`src/rtl/rs485_frame_rx_pkg.sv`:
```
// Shared types and constants for the RS-485 frame receiver.
package rs485_frame_rx_pkg;

  typedef enum logic [1:0] {
    ST_IDLE  = 2'd0,
    ST_RECV  = 2'd1,
    ST_CHECK = 2'd2,
    ST_HOLD  = 2'd3
  } state_e;

  localparam logic [15:0] CRC_INIT      = 16'hFFFF;
  localparam logic [15:0] CRC_POLY      = 16'hA001;
  localparam int          MIN_FRAME_LEN = 4;

endpackage

```
`src/rtl/rs485_frame_rx_if.sv`:
```
// Byte input, buffer read port and frame status between receiver and CPU.
interface rs485_frame_rx_if;
  logic [7:0] din_8b_i;
  logic       din_valid_i;
  logic [5:0] rd_addr_6b_i;
  logic       rd_en_i;
  logic [7:0] rd_data_8b_o;
  logic       rd_valid_o;
  logic       ack_i;
  logic       frame_done_o;
  logic       frame_ok_o;
  logic [6:0] frame_len_7b_o;
  logic       overflow_o;
  logic       drop_o;

  modport master (
    output din_8b_i, din_valid_i, rd_addr_6b_i, rd_en_i, ack_i,
    input  rd_data_8b_o, rd_valid_o, frame_done_o, frame_ok_o,
           frame_len_7b_o, overflow_o, drop_o
  );

  modport slave (
    input  din_8b_i, din_valid_i, rd_addr_6b_i, rd_en_i, ack_i,
    output rd_data_8b_o, rd_valid_o, frame_done_o, frame_ok_o,
           frame_len_7b_o, overflow_o, drop_o
  );
endinterface

```
`src/rtl/rs485_frame_rx_crc16_modbus.sv`:
```
// One-byte CRC-16/MODBUS update, fully combinational (8 unrolled bit steps).
module crc16_modbus
  import rs485_frame_rx_pkg::*;
(
  input  logic [15:0] crc_in_i,
  input  logic [7:0]  byte_8b_i,
  output logic [15:0] crc_out_o
);

  logic [15:0] c;

  always_comb begin
    c = crc_in_i ^ {8'h00, byte_8b_i};
    for (int i = 0; i < 8; i++) begin
      c = c[0] ? ((c >> 1) ^ CRC_POLY) : (c >> 1);
    end
    crc_out_o = c;
  end

endmodule

```
`src/rtl/rs485_frame_rx.sv`:
```
// Modbus-RTU style frame receiver: buffers bytes, ends a frame on an idle gap,
// checks length/CRC and holds the result until the CPU acknowledges.
module rs485_frame_rx
  import rs485_frame_rx_pkg::*;
#(
  parameter int GAP_CYCLES = 200521,
  parameter int BUF_DEPTH  = 64
) (
  input  logic             clk_i,
  input  logic             rst_n_i,
  rs485_frame_rx_if.slave  bus
);

  localparam int             AW       = $clog2(BUF_DEPTH);
  localparam int             GW       = (GAP_CYCLES > 2) ? $clog2(GAP_CYCLES) : 1;
  localparam logic [GW-1:0]  GAP_LAST = GW'(GAP_CYCLES - 1);
  localparam logic [6:0]     LEN_MAX  = 7'(BUF_DEPTH);

  state_e         state_q, state_d;
  logic [6:0]     len_q, len_d;
  logic [15:0]    crc_q, crc_d, crc_in, crc_nxt;
  logic [GW-1:0]  gap_q, gap_d;
  logic           ok_q, ok_d, ovf_q, ovf_d, drop_q, drop_d, done_q, done_d;
  logic           rd_vld_q;
  logic           we;
  logic [AW-1:0]  waddr;
  logic [7:0]     mem [BUF_DEPTH];
  logic [7:0]     rd_raw_q;

  // A new frame always restarts from the init value, whatever crc_q holds.
  assign crc_in = (state_q == ST_IDLE) ? CRC_INIT : crc_q;

  crc16_modbus u_crc (
    .crc_in_i  (crc_in),
    .byte_8b_i (bus.din_8b_i),
    .crc_out_o (crc_nxt)
  );

  always_comb begin
    state_d = state_q;
    len_d   = len_q;
    crc_d   = crc_q;
    gap_d   = gap_q;
    ok_d    = ok_q;
    ovf_d   = ovf_q;
    drop_d  = drop_q;
    done_d  = 1'b0;
    we      = 1'b0;
    waddr   = len_q[AW-1:0];
    case (state_q)
      ST_IDLE: if (bus.din_valid_i) begin
        we      = 1'b1;
        waddr   = '0;
        len_d   = 7'd1;
        crc_d   = crc_nxt;
        gap_d   = '0;
        state_d = ST_RECV;
      end
      ST_RECV: begin
        // A byte on the terminal gap count still wins over ending the frame.
        if (bus.din_valid_i) begin
          crc_d = crc_nxt;
          gap_d = '0;
          if (len_q < LEN_MAX) begin
            we    = 1'b1;
            len_d = len_q + 7'd1;
          end else begin
            ovf_d = 1'b1;
          end
        end else if (gap_q == GAP_LAST) begin
          state_d = ST_CHECK;
        end else begin
          gap_d = gap_q + GW'(1);
        end
      end
      ST_CHECK: begin
        ok_d    = (len_q >= 7'(MIN_FRAME_LEN)) && (crc_q == 16'h0000) && !ovf_q;
        done_d  = 1'b1;
        state_d = ST_HOLD;
      end
      ST_HOLD: begin
        if (bus.ack_i) begin
          state_d = ST_IDLE;
          len_d   = '0;
          crc_d   = CRC_INIT;
          gap_d   = '0;
          ok_d    = 1'b0;
          ovf_d   = 1'b0;
          drop_d  = 1'b0;
        end else if (bus.din_valid_i) begin
          drop_d  = 1'b1;
        end
      end
      default: state_d = ST_IDLE;
    endcase
  end

  always_ff @(posedge clk_i or negedge rst_n_i) begin
    if (!rst_n_i) begin
      state_q  <= ST_IDLE;
      len_q    <= '0;
      crc_q    <= CRC_INIT;
      gap_q    <= '0;
      ok_q     <= 1'b0;
      ovf_q    <= 1'b0;
      drop_q   <= 1'b0;
      done_q   <= 1'b0;
      rd_vld_q <= 1'b0;
    end else begin
      state_q  <= state_d;
      len_q    <= len_d;
      crc_q    <= crc_d;
      gap_q    <= gap_d;
      ok_q     <= ok_d;
      ovf_q    <= ovf_d;
      drop_q   <= drop_d;
      done_q   <= done_d;
      rd_vld_q <= bus.rd_en_i;
    end
  end

  // Plain synchronous RAM; contents survive reset.
  always_ff @(posedge clk_i) begin
    if (we)          mem[waddr] <= bus.din_8b_i;
    if (bus.rd_en_i) rd_raw_q   <= mem[bus.rd_addr_6b_i[AW-1:0]];
  end

  assign bus.rd_data_8b_o   = rd_vld_q ? rd_raw_q : 8'h00;
  assign bus.rd_valid_o     = rd_vld_q;
  assign bus.frame_done_o   = done_q;
  assign bus.frame_ok_o     = ok_q;
  assign bus.frame_len_7b_o = len_q;
  assign bus.overflow_o     = ovf_q;
  assign bus.drop_o         = drop_q;

endmodule
```
`src/flat_wrapper.sv`:
```
// flat-port wrapper written by rule: the top's interface ports become plain ports
module rs485_frame_rx_flat import rs485_frame_rx_pkg::*;
#(
  parameter int GAP_CYCLES = 200521,
  parameter int BUF_DEPTH  = 64
)
  (clk_i, rst_n_i, bus_din_8b_i, bus_din_valid_i, bus_rd_addr_6b_i, bus_rd_en_i, bus_ack_i, bus_rd_data_8b_o, bus_rd_valid_o, bus_frame_done_o, bus_frame_ok_o, bus_frame_len_7b_o, bus_overflow_o, bus_drop_o);
  rs485_frame_rx_if bus_i ();
  input  logic clk_i;
  input  logic rst_n_i;
  input wire logic [$bits(bus_i.din_8b_i)-1:0] bus_din_8b_i;
  input wire logic [$bits(bus_i.din_valid_i)-1:0] bus_din_valid_i;
  input wire logic [$bits(bus_i.rd_addr_6b_i)-1:0] bus_rd_addr_6b_i;
  input wire logic [$bits(bus_i.rd_en_i)-1:0] bus_rd_en_i;
  input wire logic [$bits(bus_i.ack_i)-1:0] bus_ack_i;
  output wire logic [$bits(bus_i.rd_data_8b_o)-1:0] bus_rd_data_8b_o;
  output wire logic [$bits(bus_i.rd_valid_o)-1:0] bus_rd_valid_o;
  output wire logic [$bits(bus_i.frame_done_o)-1:0] bus_frame_done_o;
  output wire logic [$bits(bus_i.frame_ok_o)-1:0] bus_frame_ok_o;
  output wire logic [$bits(bus_i.frame_len_7b_o)-1:0] bus_frame_len_7b_o;
  output wire logic [$bits(bus_i.overflow_o)-1:0] bus_overflow_o;
  output wire logic [$bits(bus_i.drop_o)-1:0] bus_drop_o;
  assign bus_i.din_8b_i = bus_din_8b_i;
  assign bus_i.din_valid_i = bus_din_valid_i;
  assign bus_i.rd_addr_6b_i = bus_rd_addr_6b_i;
  assign bus_i.rd_en_i = bus_rd_en_i;
  assign bus_i.ack_i = bus_ack_i;
  assign bus_rd_data_8b_o = bus_i.rd_data_8b_o;
  assign bus_rd_valid_o = bus_i.rd_valid_o;
  assign bus_frame_done_o = bus_i.frame_done_o;
  assign bus_frame_ok_o = bus_i.frame_ok_o;
  assign bus_frame_len_7b_o = bus_i.frame_len_7b_o;
  assign bus_overflow_o = bus_i.overflow_o;
  assign bus_drop_o = bus_i.drop_o;
  rs485_frame_rx #(.GAP_CYCLES(GAP_CYCLES), .BUF_DEPTH(BUF_DEPTH)) u_core (.clk_i(clk_i), .rst_n_i(rst_n_i), .bus(bus_i));
endmodule
```
`config.mk`:
```
export PLATFORM = sky130hd
export DESIGN_NAME = rs485_frame_rx_flat
export DESIGN_NICKNAME = d
export VERILOG_FILES = /design/src/rtl/rs485_frame_rx_pkg.sv /design/src/rtl/rs485_frame_rx_if.sv /design/src/rtl/rs485_frame_rx_crc16_modbus.sv /design/src/rtl/rs485_frame_rx.sv /design/src/flat_wrapper.sv
export SDC_FILE = /design/constraint.sdc
export NUM_CORES = 1
export LEC_CHECK = 0
export ABC_AREA = 0
export BUFFER_PORTS_ARGS = -buffer_cell sky130_fd_sc_hd__clkbuf_2
export CAP_MARGIN = 20
export CORE_UTILIZATION = 50
export CTS_BUF_LIST = sky130_fd_sc_hd__clkbuf_8
export DETAILED_ROUTE_END_ITERATION = 12
export PLACE_DENSITY = 0.69
export SYNTH_ARGS = -nofsm -noshare
export SYNTH_HDL_FRONTEND = slang
export SYNTH_SLANG_ARGS = --single-unit
```
`constraint.sdc`:
```
create_clock -name clk_i -period 2.5 [get_ports clk_i]
set_input_delay 0.125 -clock clk_i [delete_from_list [all_inputs] [get_ports clk_i]]
set_output_delay 0.125 -clock clk_i [all_outputs]
set_load 0.05 [all_outputs]
```
# Word level (Yosys, flattened, before mapping)

Memories as Yosys holds them, arrays and structs flattened. A register that Yosys moved wholly into a read port is not among the register bits.
Cells that the tools add are included.

Add/sub/neg operators: 2
$mul: 0
Div/mod/pow operators: 0
Magnitude comparators: 2
Equal/unequal tests: 13
Shift operators: 0
Mux-type cells: 44
Bitwise gates (word level): 9
Reduce and logical (&&, ||, !) cells: 18

Operators by type and width:

| cell                  | count |
|---|---|
| $mux 16               | 11 |
| $mux 18               | 4 |
| $pmux 18 s3           | 1 |
| $pmux 16 s2           | 1 |
| $mux 7                | 4 |
| $not 2->3             | 8 |
| $pmux 7 s3            | 1 |
| $add 18x1->18 const B | 1 |
| $eq 18x18->1 const B  | 1 |
| $logic_not 16->1      | 1 |
| $xor 16x8->16         | 1 |
| $mux 6                | 2 |
| $reduce_and 4->1      | 3 |
| $mux 1                | 11 |
| $ne 2x2->1 const B    | 5 |
| $mux 2                | 4 |
| $mux 8                | 1 |
| $pmux 2 s4            | 1 |
| $reduce_bool 2->1     | 4 |
| $add 7x1->7 const B   | 1 |
| $ge 7x3->1 const B    | 1 |
| $lt 7x7->1 const B    | 1 |
| $ne 2x1->1 const B    | 3 |
| $pmux 1 s2            | 3 |
| 11 further kinds      | 14 |

Flip-flop bits (word level): 48
Bits in latches: 0
Memory bits (writable): 512
Memory bits (read-only): 0
Output and inout bits: 20
Word-level logic and storage cells: 98
Memories: 1

Memories:

| memory     | words | bits a word | rd ports | clocked after memory_dff | wr ports | line                 | RTL |
|---|---|---|---|---|---|---|---|
| u_core.mem | 64    | 8           | 1        | 1                        | 1        | rs485_frame_rx.sv:27 | `logic [7:0] mem [BUF_DEPTH];` |

# Logic depth before layout (Yosys ltp)

Gate-level depths: netlist of the first run.

Depth after elaboration: 21
Gate-level depth with buffers: 9
Gate-level depth less buffers: 8

# Cells and area by module

Synthesis of the first run repeated with hierarchy kept, for this count alone.

Cells, all modules: 1270
Area, all modules: 23039.6 µm²

Modules (own cells, without submodules):

| module         | times used | cells an instance | area each (µm²) |
|---|---|---|---|
| rs485_frame_rx | 1          | 1242              | 22729.3 |
| crc16_modbus   | 1          | 28                | 310.3 |

# Least setup slack after synthesis of the first run

No wires, ideal clock.

Kind: register to register
From: register u_core.state_q[0]
To: memory u_core.mem[13][0], enable pin
Arrival: 2218 ps
Slack: -88 ps
Cell stages (with the launch flop): 10
Buffers on the path: 2
Cells stage by stage: dfrtp_1 -> inv_1 -> ha_1 -> clkbuf_1 -> and2_0 -> clkbuf_1 -> nor2_1 -> nand3_1 -> or3_1 -> nor2_1

Cells in the longest elaborated chain, start to end: 4
Elaborated cells between the ends (all ways): 6
Classes of those cells: 1 x eq/ne; 4 x mux; 1 x reduce/logical

RTL lines:

| element                                              | line                  | RTL |
|---|---|---|
| from (decl)                                          | rs485_frame_rx.sv:19  | `state_e state_q, state_d;` |
| from (signal assigned)                               | rs485_frame_rx.sv:110 | `state_q <= state_d;` |
| $eq 2x1->1 / $logic_not 2->1 (equally long branches) | rs485_frame_rx.sv:50  | `case (state_q)` |
| $pmux 1 s2                                           | rs485_frame_rx.sv:50  |  |
| $mux 1                                               | rs485_frame_rx.sv:124 | `if (we) mem[waddr] <= bus.din_8b_i;` |
| $mux 1 (implied by the code)                         | rs485_frame_rx.sv:124 |  |
| to (decl)                                            | rs485_frame_rx.sv:27  |  |

Parallel ways exist; a longest one is shown, timed or not.

# Final worst setup path of the first run

From: register u_core.state_q[0]
To: memory u_core.mem[27][4], enable pin

Same word-level chain as after synthesis.

==> results of run 1 <==
-- cells in the mapped netlist, drive strengths merged, types with 17 or more instances --
master | instances | area [sq um]
a22oi | 33 | 248
a21oi | 26 | 130
dfrtp | 32 | 801
a221oi | 17 | 199
nand2 | 36 | 135
buf | 31 | 206
mux4 | 128 | 2880
edfxtp | 520 | 15600
clkbuf | 31 | 116
nor2 | 129 | 484
a22o | 18 | 158
xnor2 | 22 | 193
xor2 | 27 | 236
-- through the flow --
step           setup WS (ns)  TNS (ns)  instances
3_3_place_gp          0.0509         0       1885
4_1_cts                0.135         0       2060
2_1_floorplan        -0.0883     -2.72       1201
6_report               0.110         0       2063
3_5_place_dp          0.0366         0       1885
5_1_grt              -0.0514     -1.42       2062
-- cell usage in the layout, fill, tap and decap left out, types with 6 or more instances in the layout --
cell / Yosys / layout
o21ai_0: 7 / 7
a22oi_1: 33 / 33
dlygate4sd3_1: 0 / 8
buf_12: 0 / 15
buf_4: 5 / 103
a22o_1: 18 / 18
inv_1: 9 / 40
and2_1: 12 / 12
mux4_2: 128 / 128
edfxtp_1: 520 / 520
nor3_1: 9 / 9
a211o_1: 8 / 8
nand2_1: 36 / 36
a21oi_1: 26 / 26
nand4_1: 8 / 8
a221oi_2: 8 / 8
nor2_1: 129 / 127
dfrtp_1: 32 / 32
clkbuf_2: 0 / 36
clkbuf_8: 0 / 96
dfstp_2: 16 / 16
clkinv_1: 0 / 16
clkinv_2: 0 / 18
xor2_1: 27 / 27
o22ai_1: 8 / 8
nand3_1: 16 / 16
nand2b_1: 8 / 6
a221oi_1: 9 / 9
ha_1: 7 / 7
xnor2_1: 22 / 22
-- power groups by stage --
stage	Clock (mW)	Sequential (mW)	Combinational, mW
global route	8.02	11.0	3.32
floorplan	0	11.2	1.98
detailed placement	0	11.2	3.00
global placement	0	11.2	2.96
finish	7.46	11.0	3.05
CTS	7.62	11.0	3.04
-- layer usage --
metal	wire length, microns	track usage, %
met4	1190	7.87
met5	13	0
met3	3910	4.83
met1	20300	30.0
met2	23900	34.5
-- flip-flops by register name, indices dropped and copies added (netlist names) --
register	flops
u_core.bus.drop_o	1
u_core.bus.frame_done_o	1
u_core.bus.frame_len_7b_o	7
u_core.bus.frame_ok_o	1
u_core.bus.overflow_o	1
u_core.bus.rd_valid_o	1
u_core.crc_q	16
u_core.gap_q	18
u_core.mem	512
u_core.rd_raw_q	8
u_core.state_q	2
-- area by class of cell --
class                           count  area share, %
Sequential cell                   568           64.2
Multi-Input combinational cell    562           21.2
Timing Repair Buffer              163           5.14
Clock buffer                       95           4.98
Tap cell                          592           2.82
Clock inverter                     73           1.53
Inverter                            9          0.129
Antenna cell                        1        0.00954
-- cell families after synthesis --
kind of cell,count (synthesis),synth area share [%]
multiplexers,130,12.8
AND/OR/NAND/NOR,251,5.08
AO/OA/AOI/OAI,124,4.12
XOR/XNOR,50,1.99
adder cells (fa/ha/maj),7,0.385
buffers and inverters,71,1.57
flip-flops,568,74.1
-- critical path: stages (launching register included) --
cell	delay, ns
dfrtp_1	0.42
inv_1	0.12
ha_1	0.17
buf_4	0.20
a21oi_1	0.10
nor2_1	0.33
nand2b_1	0.36
nor2_1	0.18
buf_4	0.20
-- worst paths after layout --
| check | cells past startpoint | slack, ns | to |
|---|---|---|---|
| min in group asynchronous | 3 | 0.37 | u_core.gap_q[8]$_DFFE_PN0P_ |
| worst max-delay path | 8 | 0.11 | u_core.mem[27][4]$_DFFE_PP_ |
| worst min register to register | 2 | 0.49 | u_core.bus.frame_ok_o$_DFFE_PN0P_ |
| worst max register to register | 8 | 0.11 | u_core.mem[27][4]$_DFFE_PP_ |
| max in group asynchronous | 5 | 1.38 | u_core.crc_q[0]$_DFFE_PN1P_ |
| worst min-delay path | 4 | 0.05 | u_core.crc_q[13]$_DFFE_PN1P_ |
-- repair_timing --
item / CTS / global route
endpoints found under the hold margin: 46 / 6
setup endpoints to repair: 0 / 76
resized for setup: 0 / 6
hold buffers: 7 / 1
==> out/qor.txt, run 1 <==
status: finished, final reports clean
R2R Path Start: u_core.state_q[0]$_DFFE_PN0P_
post-synthesis sequential area ratio: 74.1%
All-Layer GR Usage: 21.8%
Final Routed Wirelength: 49,300 microns
clock latency on the worst-skew pair: 0.68 ns
drt drc: 0
Pleak: 8.93 nW
Comb pwr share: 14.2%
CTS clk-pin slew, worst paths: 0.06 ns
final worst-path cycle share: 95.6%
worst-case clock buffer depth: 3
Clock Tree Root: clkbuf_8
DP Area: 24,400 sq um
first-pass GRT wire length: 74,700 microns
die area: 46,300 sq um
number of port buffers: 38
Flop pwr share: 51.2%
# IOs: 39
Period minus WS final: 2.39 ns
Total Power: 21.5 mW
actual slew at the worst max-slew pin: 1.01 ns
CP startpoint kind: register
CTS buffer count: 90
H-tree Lvls: 3
post-synthesis cell area: 22,700 sq um
most common flop cell mapped by yosys: edfxtp_1
Netlist cell types: 50
1st-iter DRT viols: 1,135
worst hold slack: 0.0515 ns
Slew Viols, Final: 0
post-DR wirelength/cell: 23.9 microns
Max Cap Violations: 0
gpl congestion: 0.797
syn_area_per_cell: 18.9 sq um
share of layout cells above drive strength 1: 29.9%
Chip Height: 215 microns
grt total ovfl: 0
worst setup path class: register to register
Pint: 15.8 mW
footprint of the multi-input gates: 5560 sq um
vias post-DR: 11,876
EDFF count, synth: 520
pin count of the biggest net entering global routing: 67
endpoint class of the critical path: register
Synth Warn #: 0
sequential cell area: 16,800 sq um
dpl hpwl: 30,600 microns
Hold Crit Class: primary input to register
Max Clk Rate: 418 MHz
sw frac: 26.5%
peak supply drop: 0.893 mV
Pre-antenna DRT Iters: 5
Initial Util: 51.1%
worst path arrival time: 2.76 ns
row cnt: 77
antenna violations before repair: 3
endpoints failing hold: 0
fraction of registers with async set/reset: 8.45%
final setup vio count: 0
Mapped Cells: 1,201
vias in the first global route: 12,211
CTS tree: done
Area Overhead vs Synth: 15.4%
clk sink count: 568
Die Wd: 215 microns
Clock Power Share: 34.6%
Post-CTS Setup Bufs: 0
Hold Crit Start: bus_din_8b_i[7]
Power Dens Cells: 821 nW/um^2
fill count: 3,293
core area: 44,500 sq um
RSZ-0062 raised after global routing: true
synthesized flop and latch total: 568
clk_skew: 0.0419 ns
Crit. Startpoint: u_core.state_q[0]$_DFFE_PN0P_
Util after Layout: 58.9%
Slew HR: 32.2%
net count after synthesis: 1,227
cell area after layout: 26,200 sq um
critical path required time: 2.87 ns
CP Max Fanout: 15
nets: 1,420
Vias/cell: 5.76
Routed Antenna Nets: 0
Psw: 5.69 mW
No activity file was read; power rests on OpenSTA's default activity.
==> inputs of run 2 (changes only) <==
CTS_BUF_LIST = not set   (was sky130_fd_sc_hd__clkbuf_8)
==> run 2 against run 1 <==
Cell count is 3.2% lower. Count of clock-buffer cells in the layout is 37 lower. Clock power is 11% higher. Critical path depth stayed put. First-iteration DRC count is 0.97% lower. Total power is 3.6% higher. Global-route usage is 0.31 points lower. Non-clock buffer count is 3 lower. Sequential power hardly changed. Critical path type unchanged. Critical endpoint is now u_core.mem[19][0]$_DFFE_PP_.
==> out/qor.txt, run 2 (synthesis results as in run 1) <==
most common cell after layout, fill and taps aside: edfxtp_1
CTS tree: done
Slew HR: 32.1%
critical path, cell by cell: inv_1 > ha_1 > buf_4 > a21oi_1 > nor2_1 > nand2b_1 > nor2_1 > buf_4
final cell count without fillers: 1,996
1st-iter DRT viols: 1,124
endpoint class of the critical path: register
max incr delay on CP: 0.42 ns
final setup vio count: 0
Max Clk Rate: 420 MHz
Post-CTS Setup Bufs: 0
Biggest register: u_core.mem
nets: 1,382
Max Cap Violations: 0
# IOs: 39
Pleak: 8.80 nW
core area: 44,500 sq um
Routed Antenna Nets: 0
CP startpoint kind: register
grt total ovfl: 0
status: finished, final reports clean
H-tree Lvls: 2
dpl hpwl: 30,600 microns
Power Dens Cells: 848 nW/um^2
Slew Viols, Final: 0
peak supply drop: 0.665 mV
Fin Setup TNS: 0 ns
Period minus WS final: 2.38 ns
Die Wd: 215 microns
worst setup path class: register to register
Top delay family on crit path: simple AND/OR/NAND/NOR gates
worst path arrival time: 2.67 ns
Chip Height: 215 microns
Initial Util: 51.1%
critical path required time: 2.79 ns
pin count of the biggest net entering global routing: 67
post-DR wirelength/cell: 24.4 microns
buffers plus inverters on the worst setup path: 3
most frequent cells in the layout: edfxtp_1, mux4_2, nor2_1
final worst-path cycle share: 95.2%
clock latency on the worst-skew pair: 0.61 ns
actual slew at the worst max-slew pin: 1.01 ns
clk_skew: 0.0238 ns
CP Max Fanout: 15
share of layout cells above drive strength 1: 28.8%
gpl congestion: 0.797
Area Overhead vs Synth: 15.8%
All-Layer GR Usage: 21.5%
Inst Count DP: 1,885
max FFs per register: 512
first-pass GRT wire length: 73,900 microns
Clock Tree Root: clkbuf_16
Hold Crit Class: primary input to register
number of port buffers: 38
worst-case clock buffer depth: 3
CTS buffer count: 55
vias post-DR: 11,721
row cnt: 77
Pre-antenna DRT Iters: 5
vias in the first global route: 11,898
RSZ-0062 raised after global routing: true
endpoints failing hold: 0
clk sink count: 568
cell area after layout: 26,300 sq um
die area: 46,300 sq um
CP max stage cell: dfrtp_1
Final Routed Wirelength: 48,800 microns
CTS clk-pin slew, worst paths: 0.06 ns
biggest regs: u_core.mem x512, u_core.gap_q x18, u_core.crc_q x16
drt drc: 0
antenna violations before repair: 3
DP Area: 24,400 sq um
Vias/cell: 5.87
==> run 2: cell count changes in the layout (fill, tap and decap cells not counted), sizes merged <==
cell | before | now
clkinvlp | 2 | 5
clkinv | 34 | 30
inv | 43 | 14
dlygate4sd3 | 8 | 5
clkbuf | 132 | 95
bufinv | 3 | 6
==> run 2: per-layer routing <==
| layer | global-route usage (%) | share of wire, % | up-vias |
|---|---|---|---|
| met5 | 0 | 0.027 | - |
| met2 | 34.5 | 48 | 429 |
| met3 | 4.18 | 7.2 | 82 |
| li1 | - | - | 5166 |
| met4 | 7.23 | 2.8 | 2 |
| met1 | 29.8 | 41 | 6042 |
==> run 2: what timing repair did <==
item / in CTS / in global routing
gates resized for setup: 0 / 5
hold buffers: 4 / 1
endpoints found under the setup margin: 0 / 54
endpoints found under the hold margin: 43 / 7
==> run 2: layout make-up <==
cell class | count | area [sq um]
sequential | 568 | 16800
clock inverter | 46 | 410
antenna | 1 | 2.50
clock buffer | 58 | 1410
tap | 592 | 741
fill | 3242 | 18200
inverter | 9 | 33.8
timing repair buffer | 160 | 1320
multi-input combinational | 562 | 5560
==> run 2: stage by stage <==
stage	util [%]	hold WS, ns	worst slack [ns]	total power, mW
after CTS	59.0	0.0442	0.148	22.4
after global placement	54.8	0.332	0.0509	14.1
after global routing	59.1	0.0711	-0.0229	23.1
final	59.1	0.0657	0.121	22.3
after detailed placement	54.8	0.347	0.0366	14.2
after floorplan	-	-0.171	-0.0883	13.2
==> run 2: where the power goes <==
part	internal [mW]	total, mW	switching [mW]	leakage (nW)
clock	4.73	8.25	3.52	0.885
combinational	1.21	3.05	1.83	2.63
sequential	10.8	11.0	0.256	5.28
total	16.7	22.3	5.61	8.80
==> run 2: worst paths after layout <==
kind / cells after the start / endpoint / slack [ns] / startpoint
min: 5 / u_core.bus.overflow_o$_DFFE_PN0P_ / 0.07 / bus_din_valid_i
min in group asynchronous: 3 / u_core.gap_q[12]$_DFFE_PN0P_ / 0.43 / rst_n_i
min reg2reg: 2 / u_core.bus.frame_ok_o$_DFFE_PN0P_ / 0.49 / u_core.bus.frame_ok_o$_DFFE_PN0P_
max in group asynchronous: 5 / u_core.crc_q[7]$_DFFE_PN1P_ / 1.31 / rst_n_i
max reg2reg: 8 / u_core.mem[19][0]$_DFFE_PP_ / 0.12 / u_core.state_q[0]$_DFFE_PN0P_
max: 8 / u_core.mem[19][0]$_DFFE_PP_ / 0.12 / u_core.state_q[0]$_DFFE_PN0P_
==> run 2: worst min-delay path, stage by stage <==
cell,delay (ns)
clkbuf_2,0.16
nand2_1,0.10
nand2_1,0.05
o21ai_0,0.06
a22o_1,0.12
